==> config.mk <==
export PLATFORM = sky130hd
export DESIGN_NAME = wave_scroller
export DESIGN_NICKNAME = d
export VERILOG_FILES = /design/src/rtl/wave_scroller.sv
export SDC_FILE = /design/constraint.sdc
export NUM_CORES = 1
export LEC_CHECK = 0
export CAP_MARGIN = 20
export CORE_UTILIZATION = 45
export CTS_CLUSTER_SIZE = 14
export DETAILED_ROUTE_END_ITERATION = 8
export PLACE_DENSITY = 0.82
export SYNTH_ARGS = -nofsm -noshare
export SYNTH_HDL_FRONTEND = slang
export SYNTH_SLANG_ARGS = --single-unit
==> constraint.sdc <==
create_clock -name clk -period 6.6 [get_ports clk]
set_clock_uncertainty 0.2 [all_clocks]
set_input_delay 0.66 -clock clk [delete_from_list [all_inputs] [get_ports clk]]
set_output_delay 0.66 -clock clk [all_outputs]
set_load 0.005 [all_outputs]
==> src/rtl/wave_scroller.sv <==
// Frame-rate animation controller: advances scroll offset and phase once per accepted
// frame tick, indexes the external sine LUT and registers the resulting wave height.
module wave_scroller #(
  parameter logic [9:0] SCREEN_W   = 10'd640,
  parameter logic [9:0] BASE_Y     = 10'd180,
  parameter logic [7:0] PHASE_STEP = 8'd16
) (
  input  logic       clk,
  input  logic       rst_n,
  input  logic       frame_tick,
  input  logic       run,
  input  logic [2:0] speed,
  output logic [3:0] lut_pos,
  input  logic [7:0] lut_data,
  output logic [9:0] x_offset,
  output logic [9:0] wave_y,
  output logic       wave_valid,
  output logic       overrun
);

  localparam int unsigned XW = 10;
  localparam int unsigned SW = XW + 1;
  localparam int unsigned PW = 8;

  typedef enum logic [1:0] {
    IDLE  = 2'd0,
    FETCH = 2'd1,
    DONE  = 2'd2
  } state_e;

  state_e          state_q, state_d;
  logic [XW-1:0]   x_q, x_d;
  logic [PW-1:0]   phase_q, phase_d;
  logic [3:0]      pos_q, pos_d;
  logic [XW-1:0]   wave_y_q, wave_y_d;
  logic            valid_q, valid_d;
  logic            overrun_q, overrun_d;

  logic [SW-1:0]   sum_c;
  logic [XW-1:0]   x_next_c;
  logic [PW-1:0]   phase_next_c;

  // Scroll step is speed+1; the sum never exceeds 2*SCREEN_W so one subtraction wraps it.
  always_comb begin
    sum_c        = SW'(x_q) + SW'(speed) + SW'(1);
    x_next_c     = (sum_c >= SW'(SCREEN_W)) ? XW'(sum_c - SW'(SCREEN_W)) : XW'(sum_c);
    phase_next_c = phase_q + PHASE_STEP;
  end

  always_comb begin
    state_d   = state_q;
    x_d       = x_q;
    phase_d   = phase_q;
    pos_d     = pos_q;
    wave_y_d  = wave_y_q;
    valid_d   = 1'b0;
    overrun_d = overrun_q;
    case (state_q)
      IDLE: begin
        if (frame_tick && run) begin
          x_d     = x_next_c;
          phase_d = phase_next_c;
          pos_d   = phase_next_c[7:4];
          state_d = FETCH;
        end
      end
      FETCH: begin
        wave_y_d = BASE_Y + {2'b00, lut_data};
        valid_d  = 1'b1;
        state_d  = DONE;
        if (frame_tick && run) overrun_d = 1'b1;
      end
      DONE: begin
        state_d = IDLE;
        if (frame_tick && run) overrun_d = 1'b1;
      end
      default: state_d = IDLE;
    endcase
  end

  always_ff @(posedge clk or negedge rst_n) begin
    if (!rst_n) begin
      state_q   <= IDLE;
      x_q       <= '0;
      phase_q   <= '0;
      pos_q     <= '0;
      wave_y_q  <= BASE_Y;
      valid_q   <= 1'b0;
      overrun_q <= 1'b0;
    end else begin
      state_q   <= state_d;
      x_q       <= x_d;
      phase_q   <= phase_d;
      pos_q     <= pos_d;
      wave_y_q  <= wave_y_d;
      valid_q   <= valid_d;
      overrun_q <= overrun_d;
    end
  end

  assign lut_pos    = pos_q;
  assign x_offset   = x_q;
  assign wave_y     = wave_y_q;
  assign wave_valid = valid_q;
  assign overrun    = overrun_q;

endmodule

Word level (Yosys, flattened, before mapping)
Index checks and enable logic that the tools add are counted.
{"block": "word_totals", "input_bits": 15, "elab_cells": 25, "regBits": 36, "output_inout_bits": 26}
{"block": "op_classes", "n_mux": 4, "addsub": 5, "n_eq_ne": 3, "magnitude_cmp": 1, "n_reduce_logical": 5}
{"cell": "$add 10x3->11", "n": 1}
{"cell": "$add 11x1->11 const B", "n": 1}
{"cell": "$ge 11x10->1 const B", "n": 1}
{"cell": "$mux 10", "n": 1}
{"cell": "$sub 10x10->10 const B", "n": 1}
{"cell": "$add 8x8->9 const A", "n": 1}
{"cell": "$add 8x5->8 const B", "n": 1}
{"cell": "$pmux 2 s2", "n": 1}
{"cell": "$reduce_and 2->1", "n": 2}
{"cell": "$eq 2x1->1 const B", "n": 1}
{"cell": "$eq 2x2->1 const B", "n": 1}
{"cell": "$logic_not 2->1", "n": 1}
{"cell": "$mux 2", "n": 1}
{"cell": "$ne 2x2->1 const B", "n": 1}
{"cell": "$reduce_or 2->1", "n": 1}
{"cell": "$logic_and 1x1->1", "n": 1}
{"cell": "$mux 1", "n": 1}

Logic depth before layout (Yosys ltp)
{"block": "depth", "word_depth": 4, "depth_mapped": 13, "mapped_depth_nobuf": 13}

Worst setup path after synthesis
OpenSTA, ideal clock, no wires.
{"block": "synth_timing", "path_type": "input port to flip-flop", "start": "in speed[0]", "end": "reg x_q[7], in the netlist x_offset[7]", "required_ps": 6318, "arrival_time_ps": 2804, "stages": 13, "setup_ps": 82, "setup_slack_ps": 3514, "n_path_buf": 0, "path_cell_list": "inv_1 -> ha_1 -> inv_1 -> fa_1 -> a21o_2 -> nand4_1 -> xor2_1 -> ha_1 -> nor2_1 -> a22oi_1 -> o32a_2 -> or2b_1 -> a31oi_1"}
{"block": "synth_via", "elab_chain_len": 4, "elab_cells_between_ends": 5, "classes_between": "3 x add/sub; 1 x order compare; 1 x mux"}
{"element": "from (decl)", "line": "12", "text": "input logic [2:0] speed,"}
{"element": "$add 10x3->11 *", "line": "45", "text": "sum_c = SW'(x_q) + SW'(speed) + SW'(1);"}
{"element": "$add 11x1->11 *", "line": "45"}
{"element": "$sub 10x10->10 / $ge 11x10->1 (equally long branches)", "line": "46", "text": "x_next_c = (sum_c >= SW'(SCREEN_W)) ? XW'(sum_c - SW'(SCREEN_W)) : XW'(sum_c);"}
{"element": "$mux 10 *", "line": "46"}
{"element": "to (signal assigned)", "line": "84", "text": "x_q <= '0;"}
{"element": "to (signal assigned)", "line": "92", "text": "x_q <= x_d;"}
{"element": "to (decl)", "line": "32", "text": "logic [XW-1:0] x_q, x_d;"}
Mark *: on every way between the ends. The rest lies on a longest branch, timed or not.
A chain may end at the register's enable or synchronous reset.

Final worst setup path
Same ends and word-level chain as after synthesis.

==> impl_metrics.tcl <==
set metrics [dict create \
    status "completed" \
    core_um2 3103 \
    cts.sink_count 27 \
    nNetsFinal 209 \
    clock_power_share_pct 8.8 \
    ant_nets 0 \
    cts-htree-levels 1 \
    grt.total_usage_pct 18.63 \
    worstPathArrival_ns 3.41 \
    postCtsResizedCells 0 \
    fin_ws_ns 3.228 \
    clockBufferDepth 2 \
    antenna_found_initial 0 \
    critPathLaunchType "input pin" \
    grt_max_degree 28 \
    slew_viol_final 0 \
    finalSetupViolations 0 \
    async_flop_share_pct 100.0 \
    synth.area.top_cells "dfrtp_1, dfstp_2, ha_1" \
    avgViaCountPerCell 5.193 \
    area_growth_pct 29.55 \
    syn_area_per_cell_um2 10.34 \
    crit_required_ns 6.64 \
    port_buffers 39 \
    grt_pass1_vias 1216 \
    synth-seq-cells 27 \
    yosys.area.top_type "dfrtp_1" \
    crit_type "input pin to flip-flop" \
    routed_wirelength_mm 3.030 \
    clk_latency_ns 0.31 \
    rows 20 \
    switchingPower_uw 270.8 \
    fp.dieArea_um2 3566 \
    hold_viol_final 0 \
    holdBufCountCts 0 \
    route.detailed.drc 0 \
    pwr-share-comb_pct 50.4 \
    cts_tree "yes" \
    seq_power_share_pct 40.8 \
    end_kind "flip-flop" \
    synth_edf_count 0 \
    dr.pass1.iters 4 \
    overflow 0 \
    synth_ff_type "dfrtp_1" \
    ir_drop_mv 0.1748 \
    fin_crit_ns 3.372 \
    p_per_area_nw_per_um2 392.7 \
    hpwl_mm 2.330 \
    initial_core_util_pct 48.31 \
    worstPathMaxFanout 8 \
    period_share_pct 51.10 \
    ys_seq_area_share_pct 45.41 \
    fp.dieH_um 59.72 \
    max_cap_viol_count 0 \
    postCtsSetupBuffers 0 \
    ys_warn_count 0 \
    reg2reg_depth 13 \
    fin_setup_tns_ns 0 \
    swShare_pct 35.51 \
    cts-root-buf "clkbuf_4" \
    p_leak_uw 0.0008207 \
    p_int_uw 491.8 \
    hold_class "flip-flop to flip-flop" \
    grt_pass1_wl_mm 5.078 \
    fp.dieW_um 59.72 \
    antenna_cells 0 \
    cts_buffers 3 \
    drive_gt1_share_pct 12.50 \
    wl_per_cell_um 13.29 \
    synth_nets 169 \
    rsz0062_at_grt "false" \
    path_clk_slew_ns 0.13 \
    io_pins 41 \
    ys_types 44 \
    maxClockFrequency_mhz 296.5 \
    pre_cts_slack_ns 2.894 \
    synth_top_area_share_pct 38.40 \
    syn_area_um2 1499 \
    via_count 1184 \
    synth_cells 145 \
    drt_iter0_drc 51 \
    ff2ff_setup_slack_ns 3.56 \
    min_path_cells 1 \
    routabilityCongestion 0.8435 \
]
==> Yosys cell counts, drive strengths merged (2+ instances only) <==
cell type,instances
nand2,24
dfrtp,23
xnor2,9
ha,8
a21oi,6
inv,6
mux2,6
nor2,6
o21ai,5
xor2,5
dfstp,4
nand3,4
and3,3
buf,3
nand4,3
a21boi,2
a21o,2
a31o,2
a31oi,2
clkbuf,2
mux2i,2
nand3b,2
nor3b,2
or2b,2
==> power groups by stage <==
stage / logic [uW] / clock network [uW] / registers [uW]
detailed placement: 384 / 0 / 314
floorplan: 208 / 0 / 306
global route: 428 / 78.8 / 320
finish: 384 / 67.3 / 311
CTS: 387 / 70.6 / 311
global placement: 371 / 0 / 308
==> sequential cells by signal, summed over array words and instances, names as in the netlist <==
signal / cells
state_q: 2
phase_q: 4
wave_valid: 1
x_offset: 10
overrun: 1
wave_y: 9
==> path summary, 6_finish.rpt <==
kind	start	to
setup / recovery	speed[0]	x_offset[7]
hold / removal	overrun	overrun
setup reg to reg	x_offset[0]	x_offset[7]
hold reg to reg	overrun	overrun
max in group asynchronous	rst_n	wave_y[2]
min in group asynchronous	rst_n	wave_y[1]
==> placed cells by master (no fill, tap or decap), types with 2 or more instances in the layout <==
cell,n
a21boi_0,2
a21oi_1,4
a21oi_2,2
a31oi_1,2
and3_1,2
clkbuf_4,3
clkdlybuf4s50_1,39
dfrtp_1,23
dfstp_2,4
ha_1,8
inv_1,6
mux2_2,6
mux2i_1,2
nand2_1,24
nand3_1,4
nand4_1,3
nor2_1,6
nor3b_1,2
o21ai_0,4
or2b_1,2
xnor2_1,9
xor2_1,5
==> critical path, stage by stage <==
cell and delay, ns:
clkdlybuf4s50_1 0.39, inv_1 0.06, ha_1 0.16, inv_1 0.06, fa_1 0.41, a21o_2 0.29
nand4_1 0.12, xor2_1 0.09, ha_1 0.25, nor2_1 0.10, a22oi_1 0.07, o32a_2 0.37
or2b_1 0.23, a31oi_1 0.15
==> final cells by class <==
cell class                 instances  area [um2]
sequential                        27       680.7
clock buffer                       4       26.28
fill                             295        1161
inverter                           6       22.52
timing repair buffer              40       397.9
multi-input combinational        107       759.5
tap                               44       55.05
==> per-stage QoR <==
stage / area [um2] / utilization [%] / std cells / hold slack, ns / total power (uW)
floorplan: 1499 / - / 145 / 0.1644 / 513.7
global placement: 1916 / 61.73 / 224 / 0.2549 / 679.6
detailed placement: 1916 / 61.73 / 224 / 0.2652 / 697.9
CTS: 1942 / 62.58 / 228 / 0.2954 / 768.6
global route: 1942 / 62.58 / 228 / 0.3172 / 826.8
finish: 1942 / 62.58 / 228 / 0.2907 / 762.6
==> layer usage <==
layer / part of all wire, % / global-route usage, %
met5: 0 / 0
met4: 0.20 / 4.319
met3: 5.8 / 2.814
met2: 49 / 33.02
met1: 45 / 23.84
==> cells by family after synthesis <==
group	synth area share, %
other cells	0.2502
mux	5.843
buf+inv	3.922
xor+xnor	8.180
simple gates	17.28
flops	45.41
fa+ha+maj	8.014
compound gates	11.10
Power figures use the tool's default switching activity.
==> RTL change 1: new RTL, config.mk and constraints unchanged <==
The localparam `PW` goes from 8 to 16.
--- a/src/rtl/wave_scroller.sv
+++ b/src/rtl/wave_scroller.sv
@@ -20,7 +20,7 @@
 
   localparam int unsigned XW = 10;
   localparam int unsigned SW = XW + 1;
-  localparam int unsigned PW = 8;
+  localparam int unsigned PW = 16;
 
   typedef enum logic [1:0] {
     IDLE  = 2'd0,
Function: same outputs for any inputs over 10 cycles, from zero or initial values and one cycle with rst_n low; that may be too few to reach the edited logic, so the function may still have changed.
==> RTL change 1 against the original RTL <==
  * Routed wire length is 1.2% higher
  * Global-route usage is 1.1 points lower
  * Via count is 4.4% higher
  * First-iteration DRC count increased by 25%
  * Total power up 2.9%
  * Sequential power decreased by 2%
  * Area after synthesis increased by 11%
  * Count of clock-buffer cells in the layout is 1 lower
  * Non-clock buffer count unchanged
  * Setup slack worse by 0.47 ns
  * Sequential cell count unchanged
  * Final area rose by 8.5%
==> RTL change 1: results (changes against the original RTL) <==
| Metric | Value |
|---|---|
| Hold Path Class | reg2reg |
| CP max stage delay | 0.55 ns (+0.14 ns) |
| Antenna Cells | 0 (unchanged) |
| Initial antenna violation count | 0 (unchanged) |
| Detailed Routing Iterations Pass 1 | 4 (unchanged) |
| Share of cells above drive strength 1 | 13.57% (+1.1 points) |
| Top cells by count, synth | 23 x dfrtp_1, 20 x nand2_1, 12 x xnor2_1, 10 x inv_1 |
| Peak supply drop | 0.1748 mV (about the same) |
| Sequential fraction of the synthesis area | 40.99% (-4.4 points) |
| Detailed-route via count | 1236 (+4.4%) |
| Global-route wire length before repair | 5.478 mm (+7.9%) |
| Worst Path Arrival | 3.81 ns (+0.40 ns) |
| Netlist cell types | 50 (+14%) |
| Filler instances | 282 (-4.4%) |
| Top cells by area, synth | dfrtp_1 35%, dfstp_2 6.3%, xnor2_1 6.3%, ha_1 6.0%, nand2_1 4.5% |
| Pleak | 0.8596 nW (+4.7%) |
| YS warnings | 0 (unchanged) |
| Mux contribution to synthesized area | 5.878% (+0.035 points) |
| CTS Buf Count | 3 (unchanged) |
| Post-CTS setup buffer count | 0 (unchanged) |
| Largest net degree at the start of global routing | 28 (unchanged) |
| Worst-margin pin slew | 0.6257 ns |
| PortBufs | 39 (unchanged) |
| Placer Congestion | 0.7562 (-10%) |
| Clk Latency, worst-skew pair | 0.27 ns (-0.04 ns) |
| Critical-path maximum fanout | 6 (-2) |
| Xor/xnor share of the synthesized area | 8.892% (+0.71 points) |
| Syn_nets | 187 (+11%) |
| Crit-path slowest cell | nor3_1 |
| Detail Placement HPWL | 2.347 mm (+0.71%) |
| Detailed Route Iter0 Violations | 64 (+25%) |
| # resized after CTS | 0 (unchanged) |
| Vias in the first global route | 1204 (-0.99%) |
| Drt total wl | 3.065 mm (+1.2%) |
| Placement Setup Slack | 2.471 ns (-0.4224 ns) |
| Adder-cell share of the synthesized area | 7.234% (-0.78 points) |
| H-Tree Depth | 1 (unchanged) |
| Maximum buffer depth of the clock tree | 2 (unchanged) |
| Largest register FFs | 10 (unchanged) |
| Root Driver | clkbuf_8 |
| Post-synthesis compound-gate area fraction | 13.49% (+2.4 points) |
| Nets | 224 (+7.2%) |
| GRT Total Usage | 17.56% (-1.1 points) |
| Status | finished clean |
| Reg clk slew, reported paths | 0.09 ns (-0.04 ns) |
| Fraction of registers with async set/reset | 100.0% (unchanged) |
[RTL change 1: metal layers]
layer  up-vias  wire [um]  global-route usage (%)
li1        638          -                       -
met2        28       1456                   28.26
met3         2         99                   1.642
met5         -          0                       0
met1       568       1468                   23.57
met4         0         40                   8.721
[RTL change 1: final cells by class]
class                      instances  area share (%)
clock buffer                       3           1.960
clock inverter                     1          0.4157
inverter                          10           1.781
multi-input combinational        118           41.92
sequential                        27           32.30
tap                               46           2.732
timing repair buffer              40           18.88
[RTL change 1: critical path: cells and delay by family]
kind	cells	cell delay, ns
simple gates	4	1.22
buf+inv	4	0.65
fa+ha+maj	3	0.67
xor+xnor	1	0.20
compound gates	2	0.39
[RTL change 1: cells by family after synthesis]
kind of cell | Yosys count
xor gates and xnor gates | 16
and+or+nand+nor | 55
muxes | 9
DFF | 27
buffers and inverters | 18
adders and majority gates | 9
AOI/OAI and AO/OA | 28
other | 1
[RTL change 1: final timing paths]
| path | startpoint | to | slack, ns | cells after the start |
|---|---|---|---|---|
| setup / recovery | speed[0] | x_offset[7] | 2.75 | 14 |
| hold / removal | wave_y[2] | wave_y[2] | 0.27 | 2 |
| setup reg to reg | x_offset[0] | x_offset[7] | 3.23 | 13 |
| hold reg to reg | wave_y[2] | wave_y[2] | 0.27 | 2 |
| max in group asynchronous | rst_n | wave_y[5] | 5.36 | 2 |
| min in group asynchronous | rst_n | lut_pos[2] | 0.54 | 2 |
[RTL change 1: power breakdown]
group	leakage, nW	total [mW]	internal [mW]	switching, mW
combinational	0.519	0.384	0.225	0.159
clock	0.0261	0.0968	0.0442	0.0525
sequential	0.315	0.304	0.244	0.0608
total	0.860	0.785	0.513	0.272
[RTL change 1: per-stage QoR]
| stage | cells | hold slack [ns] | util, % | power [mW] | cell area [um2] |
|---|---|---|---|---|---|
| floorplan | 163 | 0.1644 | - | 0.5273 | 1660 |
| global placement | 241 | 0.2498 | 59.76 | 0.6855 | 2057 |
| detailed placement | 241 | 0.2600 | 59.76 | 0.6946 | 2057 |
| CTS | 245 | 0.2795 | 61.21 | 0.7935 | 2107 |
| global route | 245 | 0.3044 | 61.21 | 0.8458 | 2107 |
| finish | 245 | 0.2746 | 61.21 | 0.7847 | 2107 |
==> RTL change 2: new RTL, config.mk and constraints unchanged <==
Without the edit above. Reset style: synchronous (`rst_n`), changed in one clocked block.
--- a/src/rtl/wave_scroller.sv
+++ b/src/rtl/wave_scroller.sv
@@ -78,7 +78,7 @@
     endcase
   end
 
-  always_ff @(posedge clk or negedge rst_n) begin
+  always_ff @(posedge clk) begin
     if (!rst_n) begin
       state_q   <= IDLE;
       x_q       <= '0;
Behaviour: differs if rst_n is asserted again (counterexample within 4 cycles, from zero or initial values and one cycle with rst_n low); with rst_n held inactive, the same outputs for 10 cycles.
==> RTL change 2 against the original RTL <==
  * Routed wire length down 2.8%
  * Area after synthesis fell by 0.42%
  * Setup slack worse by 0.13 ns
  * Sequential cell count did not move
  * Die area is 0.40% lower
  * Global-route usage hardly changed
  * Final area fell by 1.1%
  * Highest routed layer unchanged
Power is not compared: it rests on default switching activity, and its combinational part moved more than twofold at a synthesized area within 25%.
==> RTL change 2: results (changes against the original RTL) <==
| Metric | Value |
|---|---|
| Status | finished clean |
| Detailed-route via count | 1297 (+9.5%) |
| Sequential fraction of the synthesis area | 36.21% (-9.2 points) |
| Metal-1 WL | 1.450 mm (+5.5%) |
| Xor/xnor share of the synthesized area | 7.041% (-1.1 points) |
| Grt met2 use | 30.82% (-2.2 points) |
| Mux contribution to synthesized area | 5.448% (-0.39 points) |
| Pleak | 0.7189 nW |
| Detailed Routing Iterations Pass 1 | 2 (-2) |
| Worst Path Arrival | 3.53 ns (+0.12 ns) |
| Detail Placement HPWL | 2.291 mm (-1.7%) |
| Largest net degree at the start of global routing | 20 (-29%) |
| Top cells by count, synth | 27 x dfxtp_1, 21 x nor2_1, 17 x nand2_1, 12 x a21oi_1, 9 x o21ai_0 |
| Critical-path maximum fanout | 5 (-3) |
| Filler instances | 301 (+2.0%) |
| Netlist cell types | 47 (+6.8%) |
| Metal3 WL | 154 um (-13%) |
| Fraction of registers with async set/reset | 0% (-100 points) |
| Share of cells above drive strength 1 | 5.742% (-6.8 points) |
| Syn_nets | 198 (+17%) |
| Dominant register cell in the synthesized netlist | dfxtp_1 |
| Adder-cell share of the synthesized area | 8.047% (+0.034 points) |
| Vias in the first global route | 1234 (+1.5%) |
| Top cells by area, synth | dfxtp_1 36%, ha_1 6.7%, nor2_1 5.3%, mux2i_1 4.7%, xnor2_1 4.7% |
| Placer Congestion | 0.8565 (+1.5%) |
| Drt total wl | 2.944 mm (-2.8%) |
| Nets | 234 (+12%) |
| Post-synthesis compound-gate area fraction | 15.51% (+4.4 points) |
| GRT Total Usage | 18.58% (-0.042 points) |
| Grt met1 use | 23.76% (-0.085 points) |
| Met2 wire len | 1.322 mm (-10%) |
| Clk Latency, worst-skew pair | 0.32 ns |
| Met3 Use GR | 4.148% (+1.3 points) |
| Global-route wire length before repair | 5.126 mm (+0.95%) |
-- RTL change 2: kinds of logic after synthesis --
logic type,after synthesis
buffers and inverters,17
and+or+nand+nor,65
xor gates and xnor gates,12
muxes,8
adders and majority gates,9
AOI/OAI and AO/OA,35
other,1
DFF,27
-- RTL change 2: path summary, 6_finish.rpt --
check / from / to / slack, ns / cells past startpoint
worst max-delay path: speed[0] / x_offset[8] / 3.10 / 15
worst max register to register: x_offset[0] / x_offset[8] / 3.51 / 14
worst min-delay path: state_q[0] / state_q[0] / 0.30 / 2
worst min register to register: state_q[0] / state_q[0] / 0.30 / 2
-- RTL change 2: critical path, cell delays in order --
cell and delay [ns]:
clkdlybuf4s50_1 0.40, inv_1 0.06, ha_1 0.18, inv_1 0.06, fa_1 0.46, a21o_1 0.23
and4_1 0.20, or2_2 0.28, inv_1 0.06, ha_1 0.19, nand2b_1 0.06, o41ai_1 0.07
o32ai_2 0.16, mux2i_1 0.16, o31a_1 0.31
-- RTL change 2: final cells by class --
type | instances | area share, %
inverter | 9 | 1.759
multi-input combinational | 130 | 45.54
clock buffer | 4 | 1.368
sequential | 27 | 28.14
timing repair buffer | 39 | 20.33
tap | 44 | 2.866
-- RTL change 2: power groups by stage --
stage / combinational [mW] / sequential (mW) / clock [mW]
3_5_place_dp: 0.0757 / 0.182 / 0
3_3_place_gp: 0.0749 / 0.181 / 0
5_1_grt: 0.0849 / 0.180 / 0.0772
4_1_cts: 0.0762 / 0.178 / 0.0712
6_report: 0.0756 / 0.178 / 0.0700
2_1_floorplan: 0.0445 / 0.181 / 0
-- RTL change 2: metrics by stage --
| step | std cells | cell area, um2 |
|---|---|---|
| global route | 253 | 1921 |
| floorplan | 174 | 1493 |
| global placement | 249 | 1894 |
| finish | 253 | 1921 |
| CTS | 253 | 1921 |
| detailed placement | 249 | 1894 |
